<file path="config.mk">
export PLATFORM = sky130hd
export DESIGN_NAME = unidade_busca
export DESIGN_NICKNAME = d
export VERILOG_FILES = /design/src/rtl/unidade_busca.sv
export SDC_FILE = /design/constraint.sdc
export NUM_CORES = 1
export LEC_CHECK = 0
export ABC_CLOCK_PERIOD_IN_PS = 2100
export CAP_MARGIN = 30
export CORE_AREA = 2 2 122 154
export CTS_BUF_LIST = sky130_fd_sc_hd__clkbuf_2
export CTS_CLUSTER_SIZE = 10
export DETAILED_ROUTE_END_ITERATION = 16
export DIE_AREA = 0 0 124 156
export PLACE_DENSITY = 0.78
export SYNTH_ARGS = -nofsm -noshare
export SYNTH_HDL_FRONTEND = slang
export SYNTH_SLANG_ARGS = --single-unit
</file>
<file path="constraint.sdc">
create_clock -name clock -period 2.1 [get_ports clock]
set_input_delay 0.42 -clock clock [delete_from_list [all_inputs] [get_ports clock]]
set_output_delay 0.42 -clock clock [all_outputs]
set_load 0.02 [all_outputs]
</file>
<file path="src/rtl/unidade_busca.sv">
// -----------------------------------------------------------------------------
// unidade_busca -- MIPS32 instruction-fetch stage
//
// Holds the program counter and drives it to an asynchronous-read instruction
// memory. The word returned in the same cycle is captured into the IF/ID
// pipeline register. Jump/branch redirects, stalls from the hazard unit and a
// sticky misaligned-target fault are handled here. A counter of instructions
// accepted into IF/ID is kept for UART reporting.
//
// Ports:
//   clock            rising-edge clock
//   reset_n          synchronous reset, active-low
//   stall            hazard-unit hold: freezes pc and IF/ID
//   salto_valido     jump taken this cycle (has priority over desvio)
//   salto_alvo       jump target
//   desvio_valido    branch taken this cycle
//   desvio_alvo      branch target
//   pc               current PC, address to instruction memory
//   instrucao        word returned by memory for pc (combinational)
//   if_id_instrucao  registered instruction for decode
//   if_id_pc4        registered PC+4 of that instruction
//   if_id_valido     1 = real instruction in IF/ID, 0 = bubble
//   excecao          sticky misaligned-target fault flag
//   epc              offending target captured on fault
//   contador         number of instructions accepted into IF/ID
// -----------------------------------------------------------------------------
module unidade_busca #(
  parameter logic [31:0] PC_RESET = 32'h0000_0000,
  parameter logic [31:0] NOP_WORD = 32'h0000_0000
) (
  input  logic        clock,
  input  logic        reset_n,
  input  logic        stall,
  input  logic        salto_valido,
  input  logic [31:0] salto_alvo,
  input  logic        desvio_valido,
  input  logic [31:0] desvio_alvo,
  output logic [31:0] pc,
  input  logic [31:0] instrucao,
  output logic [31:0] if_id_instrucao,
  output logic [31:0] if_id_pc4,
  output logic        if_id_valido,
  output logic        excecao,
  output logic [31:0] epc,
  output logic [31:0] contador
);

  logic [31:0] pc_mais4;
  logic        redirect;
  logic [31:0] alvo;
  logic        alvo_desalinhado;

  // Wraps modulo 2^32 naturally: 32'hFFFFFFFC + 4 = 0.
  assign pc_mais4         = pc + 32'd4;
  assign redirect         = salto_valido | desvio_valido;
  // A jump beats a branch resolved in the same cycle.
  assign alvo             = salto_valido ? salto_alvo : desvio_alvo;
  assign alvo_desalinhado = |alvo[1:0];

  // NOTE: all state uses non-blocking assignments so every register samples
  // pre-edge values; blocking here would let pc_mais4 see the updated pc.
  always_ff @(posedge clock) begin
    // NOTE: reset is synchronous and sits first in the priority chain, so it
    // overrides a pending stall, redirect or latched fault on the same edge.
    if (!reset_n) begin
      pc              <= PC_RESET;
      if_id_instrucao <= NOP_WORD;
      if_id_pc4       <= 32'd0;
      if_id_valido    <= 1'b0;
      excecao         <= 1'b0;
      epc             <= 32'd0;
      contador        <= 32'd0;
    end else if (excecao) begin
      // Halted: keep feeding bubbles to decode until reset.
      if_id_instrucao <= NOP_WORD;
      if_id_valido    <= 1'b0;
    end else if (redirect) begin
      // The word fetched this cycle is on the wrong path; squash it.
      if_id_instrucao <= NOP_WORD;
      if_id_valido    <= 1'b0;
      if (alvo_desalinhado) begin
        excecao <= 1'b1;
        epc     <= alvo;
      end else begin
        pc <= alvo;
      end
    end else if (!stall) begin
      pc              <= pc_mais4;
      if_id_instrucao <= instrucao;
      if_id_pc4       <= pc_mais4;
      if_id_valido    <= 1'b1;
      contador        <= contador + 32'd1;
    end
  end

endmodule
</file>
==> results.cfg <==
[drt]
drt_iter0_drc = 600
dr.pass1.iters = 6
postRouteWirelength_um = 24700
wire_per_inst_um = 17.6
drcViolationCount = 0
met1_length_um = 9570
viasPerCell = 5.43
antenna_left = 0
wl_met3_um = 2400
met2_length_um = 12200
num_vias = 7629
topRoutingLayerUsed = met4

[final_layout]
nets = 1266
final_core_util_pct = 60.8
area_growth_syn_to_layout_pct = 47.0
final_layout_size_suffix_gt1_share_pct = 17.3
post-route-cell-area_mm2 = 0.0109
fillers = 1610
fin_cells = 1406

[power_and_ir_drop]
power-per-cell-area_mw_per_mm2 = 599
leakagePower_uw = 0.00468
clock_power_share_pct = 27.9
power.internal_uw = 4440
swShare_pct = 31.8
p_sw_uw = 2070
pwr-share-seq_pct = 51.1
comb_power_share_pct = 21.0
vdd_drop_max_uv = 356

[floorplanning]
initial_core_util_pct = 41.4
ioPinCount = 263
row_count = 55
die_area_mm2 = 0.0193
die_width_um = 124
coreArea_mm2 = 0.0179
fp.dieH_um = 156

[critical_path]
critPathBufInv = 1
path_max_fanout = 5
path_delay_family = flip-flops
worstPathRequired_ps = 1680
cp-end-kind = primary output
r2r_slack_ps = 130
critPathArrivalTime_ps = 1590
max_stage_delay_ps = 460
cp_cell_sequence = dlygate4sd2_1
crit_type = reg -> out
cpMaxStageDelayCell = dfxtp_1
setup.worst_path.start_class = register

[clock_tree]
worst_skew_pair.late_latency_ps = 770
clk_path_buf_depth = 2
cts_buffers = 17
htree_levels = 4
root_buffer = clkbuf_2
cts.clk_slew.worst_paths_ps = 250
clock_sinks = 162
cts_tree = built

[global_route]
antenna_found_initial = 2
grt_overflow = 0
grtUsageTotal_pct = 25.4
grt_max_degree = 58
grt_pass1_wl_um = 38100
grt_pass1_vias = 7255

[flow_run]
drv_cap = 0

[synth]
netlist_area_mm2 = 0.00740
synth.largest_area_cell = dfxtp_1
postSynthNetCount = 956
synth_top_area_share_pct = 43.8
ys_warn_count = 0
synth_common_cells = dfxtp_1 (162), nor2_1 (119), mux2i_1 (63), a21oi_1 (61), o21ai_0 (54)
synth.avg_cell_area_um2 = 8.68
netlist_instances = 853
synth_area_leaders = dfxtp_1 (44%), mux2i_1 (8.5%), nor2_1 (6.0%)
yosysSeqAreaShare_pct = 43.8
synth-edff-count = 0
synth.ff_latch_count = 162
synth_cell_type_count = 60
yosysMostFrequentCell = dfxtp_1
synth_top_flop_cell = dfxtp_1
async_flop_share_pct = 0

[place]
portBuffers = 262
dp.cells = 1368
gp_congestion = 0.910
place_area_mm2 = 0.0108
dp_hpwl_um = 18800

[timing]
setup_viol = 0
fin_worst_skew_ps = 33.5
finalCritPeriodShare_pct = 95.6
max_slew_margin_pct = 61.6
period_needed_ps = 2010
finalMaxSlewViolations = 0
hold_violations = 0
max_freq_mhz = 498
rsz0062_at_grt = false
tightestPinTransition_ps = 574

[worst_hold_path]
min_path_type = in -> reg

[status]
outcome = completed
per-stage QoR:
stage               TNS [ps]  power, uW  hold slack, ps  setup slack (ps)
floorplan               -477       4070             441              -123
finish                     0       6520             145              92.5
global route               0       6810             115              2.04
CTS                        0       6570            81.3              1.97
global placement      -15460       4830             436              -339
detailed placement    -20110       4850             442              -368
path summary, 6_finish.rpt:
kind | start | endpoint | cells past startpoint
worst min-delay path | salto_valido | epc[3] | 3
worst min register to register | if_id_valido | if_id_valido | 2
worst max-delay path | pc[2] | pc[2] | 1
worst max register to register | contador[8] | contador[30] | 6
kinds of logic after synthesis:
family	Yosys count	synth area share [%]
xor gates and xnor gates	47	5.56
muxes	67	9.12
AOI/OAI and AO/OA	207	17.4
adders and majority gates	2	0.338
buffers and inverters	73	4.00
DFF	162	43.8
and+or+nand+nor	295	19.7
per-layer routing:
metal | vias up | global-route usage (%)
met5 | - | 0
met4 | 0 | 6.96
met3 | 49 | 8.33
met2 | 334 | 44.9
met1 | 3536 | 29.0
li1 | 3710 | -
power by group through the flow:
stage / Clock, uW / Sequential [uW] / Combinational [uW]
6_report: 1820 / 3330 / 1370
5_1_grt: 1980 / 3350 / 1480
4_1_cts: 1860 / 3330 / 1380
3_5_place_dp: 0 / 3390 / 1460
3_3_place_gp: 0 / 3390 / 1450
2_1_floorplan: 0 / 3560 / 507
repair_timing:
item	CTS	global route
setup buffers	0	4
hold buffers	0	0
cloned	0	0
resized for setup	214	51
pin swaps	1	2
endpoints found under the setup margin	163	49
layout make-up:
| type | instances | area, um^2 | share of cell area, % |
|---|---|---|---|
| multi-input cells | 618 | 3910 | 36.0 |
| flip-flops and latches | 162 | 3280 | 30.2 |
| well taps | 228 | 285 | 2.62 |
| repair buffers | 353 | 3100 | 28.5 |
| clock buffers | 17 | 85.1 | 0.782 |
| clock inverters | 15 | 168 | 1.54 |
| diodes | 2 | 5.00 | 0.0460 |
| inverters | 11 | 41.3 | 0.379 |
layout by cell type, fill, tap and decap left out, types with 5 or more instances in the layout:
master and instances:
nand3_1 27, and3_1 9, nor3_1 12, a31oi_1 8, nor4_1 7, inv_1 10
a21oi_1 61, clkbuf_2 35, clkdlybuf4s15_1 7, dfxtp_1 135, or3_1 21, inv_6 7
clkdlybuf4s50_1 98, nor2b_1 5, o21ai_0 54, xnor2_1 24, buf_4 87, nand2_1 40
clkdlybuf4s15_2 10, a22oi_1 8, dfxtp_2 24, dlygate4sd2_1 125, mux2i_1 63, xor2_1 23
o22ai_1 6, nor2_1 117, a211oi_1 36, nand4_1 25
registers in the layout (all words and copies together) (netlist names):
name             cells
pc                  32
if_id_pc4           32
if_id_valido         1
if_id_instrucao     32
contador            32
epc                 32
excecao              1
(Power assumes the default switching activity.)
==> RTL change: new RTL, config.mk and constraints unchanged <==
Reset style: asynchronous (`reset_n`), changed in one clocked block. Comments in the files are not updated.
--- a/src/rtl/unidade_busca.sv
+++ b/src/rtl/unidade_busca.sv
@@ -59,7 +59,7 @@
 
   // NOTE: all state uses non-blocking assignments so every register samples
   // pre-edge values; blocking here would let pc_mais4 see the updated pc.
-  always_ff @(posedge clock) begin
+  always_ff @(posedge clock or negedge reset_n) begin
     // NOTE: reset is synchronous and sits first in the priority chain, so it
     // overrides a pending stall, redirect or latched fault on the same edge.
     if (!reset_n) begin
Function: differs if reset_n is asserted again (counterexample within 4 cycles, from zero or initial values and one cycle with reset_n low); with reset_n held inactive, the same outputs for 4 cycles.
==> RTL change against the original RTL <==
  * Setup slack lost 0.023 ns
  * Clock power down 6%
  * Cell area is 4.5% higher
  * Area after synthesis rose by 3.9%
  * Count of clock-buffer cells in the layout increased by 1
  * Sequential cell count stayed put
  * Hold slack got worse by 0.0076 ns
  * Routed wire length down 0.71%
  * Power increased by 9.3%
  * Critical endpoint is now contador[8]
==> RTL change: results (changes against the original RTL) <==
** Global route
- Largest net degree at the start of global routing :: 57 (-1.7%)
- The number of global-route vias before repair came to 6888 (-5.1%).
- Antenna violations before repair :: 1 (-1)
- The wire length of the first global-routing pass is 37.7 mm (-0.96%).

** Logic synthesis
- Counting instances in the post-synthesis netlist gives the leading cell types as sky130_fd_sc_hd__dfrtp_1 (162), sky130_fd_sc_hd__nand2_1 (65), sky130_fd_sc_hd__nor2_1 (62).
- The total nets after synthesis came to 846 (-12%).
- Dominant register cell in the synthesized netlist :: sky130_fd_sc_hd__dfrtp_1
- Leading cell types by total area after synthesis :: sky130_fd_sc_hd__dfrtp_1 (53%), sky130_fd_sc_hd__xnor2_1 (4.8%), sky130_fd_sc_hd__mux2i_1 (4.4%)
- Share of synthesized registers carrying an async set or reset :: 100% (+100 points)

** Worst setup path
- The most critical setup path has its startpoint at contador[8]$_DFFE_PN0P_.
- The critical path ends at contador[8].
- Depth of the worst register-to-register path :: 7 (+1)
- Slowest stage cell on the critical path :: sky130_fd_sc_hd__dfrtp_1
- The arrival time of the worst setup path is 1.61 ns (+0.02 ns).
- Capture point of the worst reg-to-reg path :: pc[18]$_DFFE_PN0P_
- Beginning of the worst register-to-register path :: pc[2]$_DFFE_PN0P_
- Peak per-stage delay on the critical path :: 0.48 ns (+0.02 ns)

** Layout
- Number of filler instances in the final layout :: 1527 (-5.2%)
- Fraction of final layout cells with drive strength greater than 1 :: 19.6% (+2.3 points)
- The net count reported at finish is 1190 (-6.0%).
- Non-clock buffers, area share :: 29.5% (+1.0 points)
- CLK BUF :: 18 (+1)
- Number of multi-input combinational cells :: 519 (-16%)
- The design area was 11400 um2 (+4.5%).
- The footprint of the flip-flops and latches came to 4080 um2 (+24%).
- Multi-input logic portion of the cell area :: 29.7% (-6.3 points)
- Total inserted antenna cells :: 1 (-1)

** STA
- Max Clock Freq :: 493 MHz (-1.1%)
- Actual slew at the worst max-slew pin :: 0.691 ns (+0.117 ns)
- The clock tree skew after final layout is 0.0355 ns (+0.00204 ns).
- Hold_ws :: 0.137 ns (-0.00762 ns)

** Place
- Global placer's final weighted congestion :: 0.872 (-4.3%)
- Detailed Place HPWL :: 18.1 mm (-3.7%)
- The setup slack at placement was -0.441 ns (-0.0734 ns).

** Pwr
- The highest ir drop seen on vdd came to 0.357 mV (+0.28%).

** Min path
- Worst hold path class :: in -> async

** Routing
- The number of DRC violations after detailed-routing iteration 0 is 371 (-38%).
- The detailed-router iteration count before antenna repair came to 7 (+1).

** Run status
- Result of the run :: completed
-- RTL change: metal layers --
layer  global-route usage (%)  share of wire [%]  up-vias
li1                         -                  -     3339
met5                        0                  0        -
met4                     9.47                3.3        0
met1                     33.5                 41     3401
met3                     5.99                6.8       51
met2                     41.2                 49      318
-- RTL change: what timing repair did --
action / in CTS / in global routing
resized for setup: 217 / 35
hold endpoints to repair: 151 / 0
setup endpoints to repair: 162 / 50
pin swaps: 0 / 1
hold buffers: 1 / 0
setup buffers: 21 / 26
-- RTL change: cells by family after synthesis --
group / after synthesis / synth area share (%)
buffers and inverters: 62 / 3.86
adders and majority gates: 2 / 0.325
DFF: 162 / 52.7
AOI/OAI and AO/OA: 175 / 14.7
muxes: 36 / 4.72
xor gates and xnor gates: 59 / 6.72
and+or+nand+nor: 247 / 16.9
-- RTL change: where the power goes --
group	switching (uW)	leakage [uW]	internal, uW	total, uW
registers	170	0.00205	3390	3560
clock network	1230	0.000145	480	1710
logic	1040	0.00329	815	1850
total	2440	0.00548	4680	7120
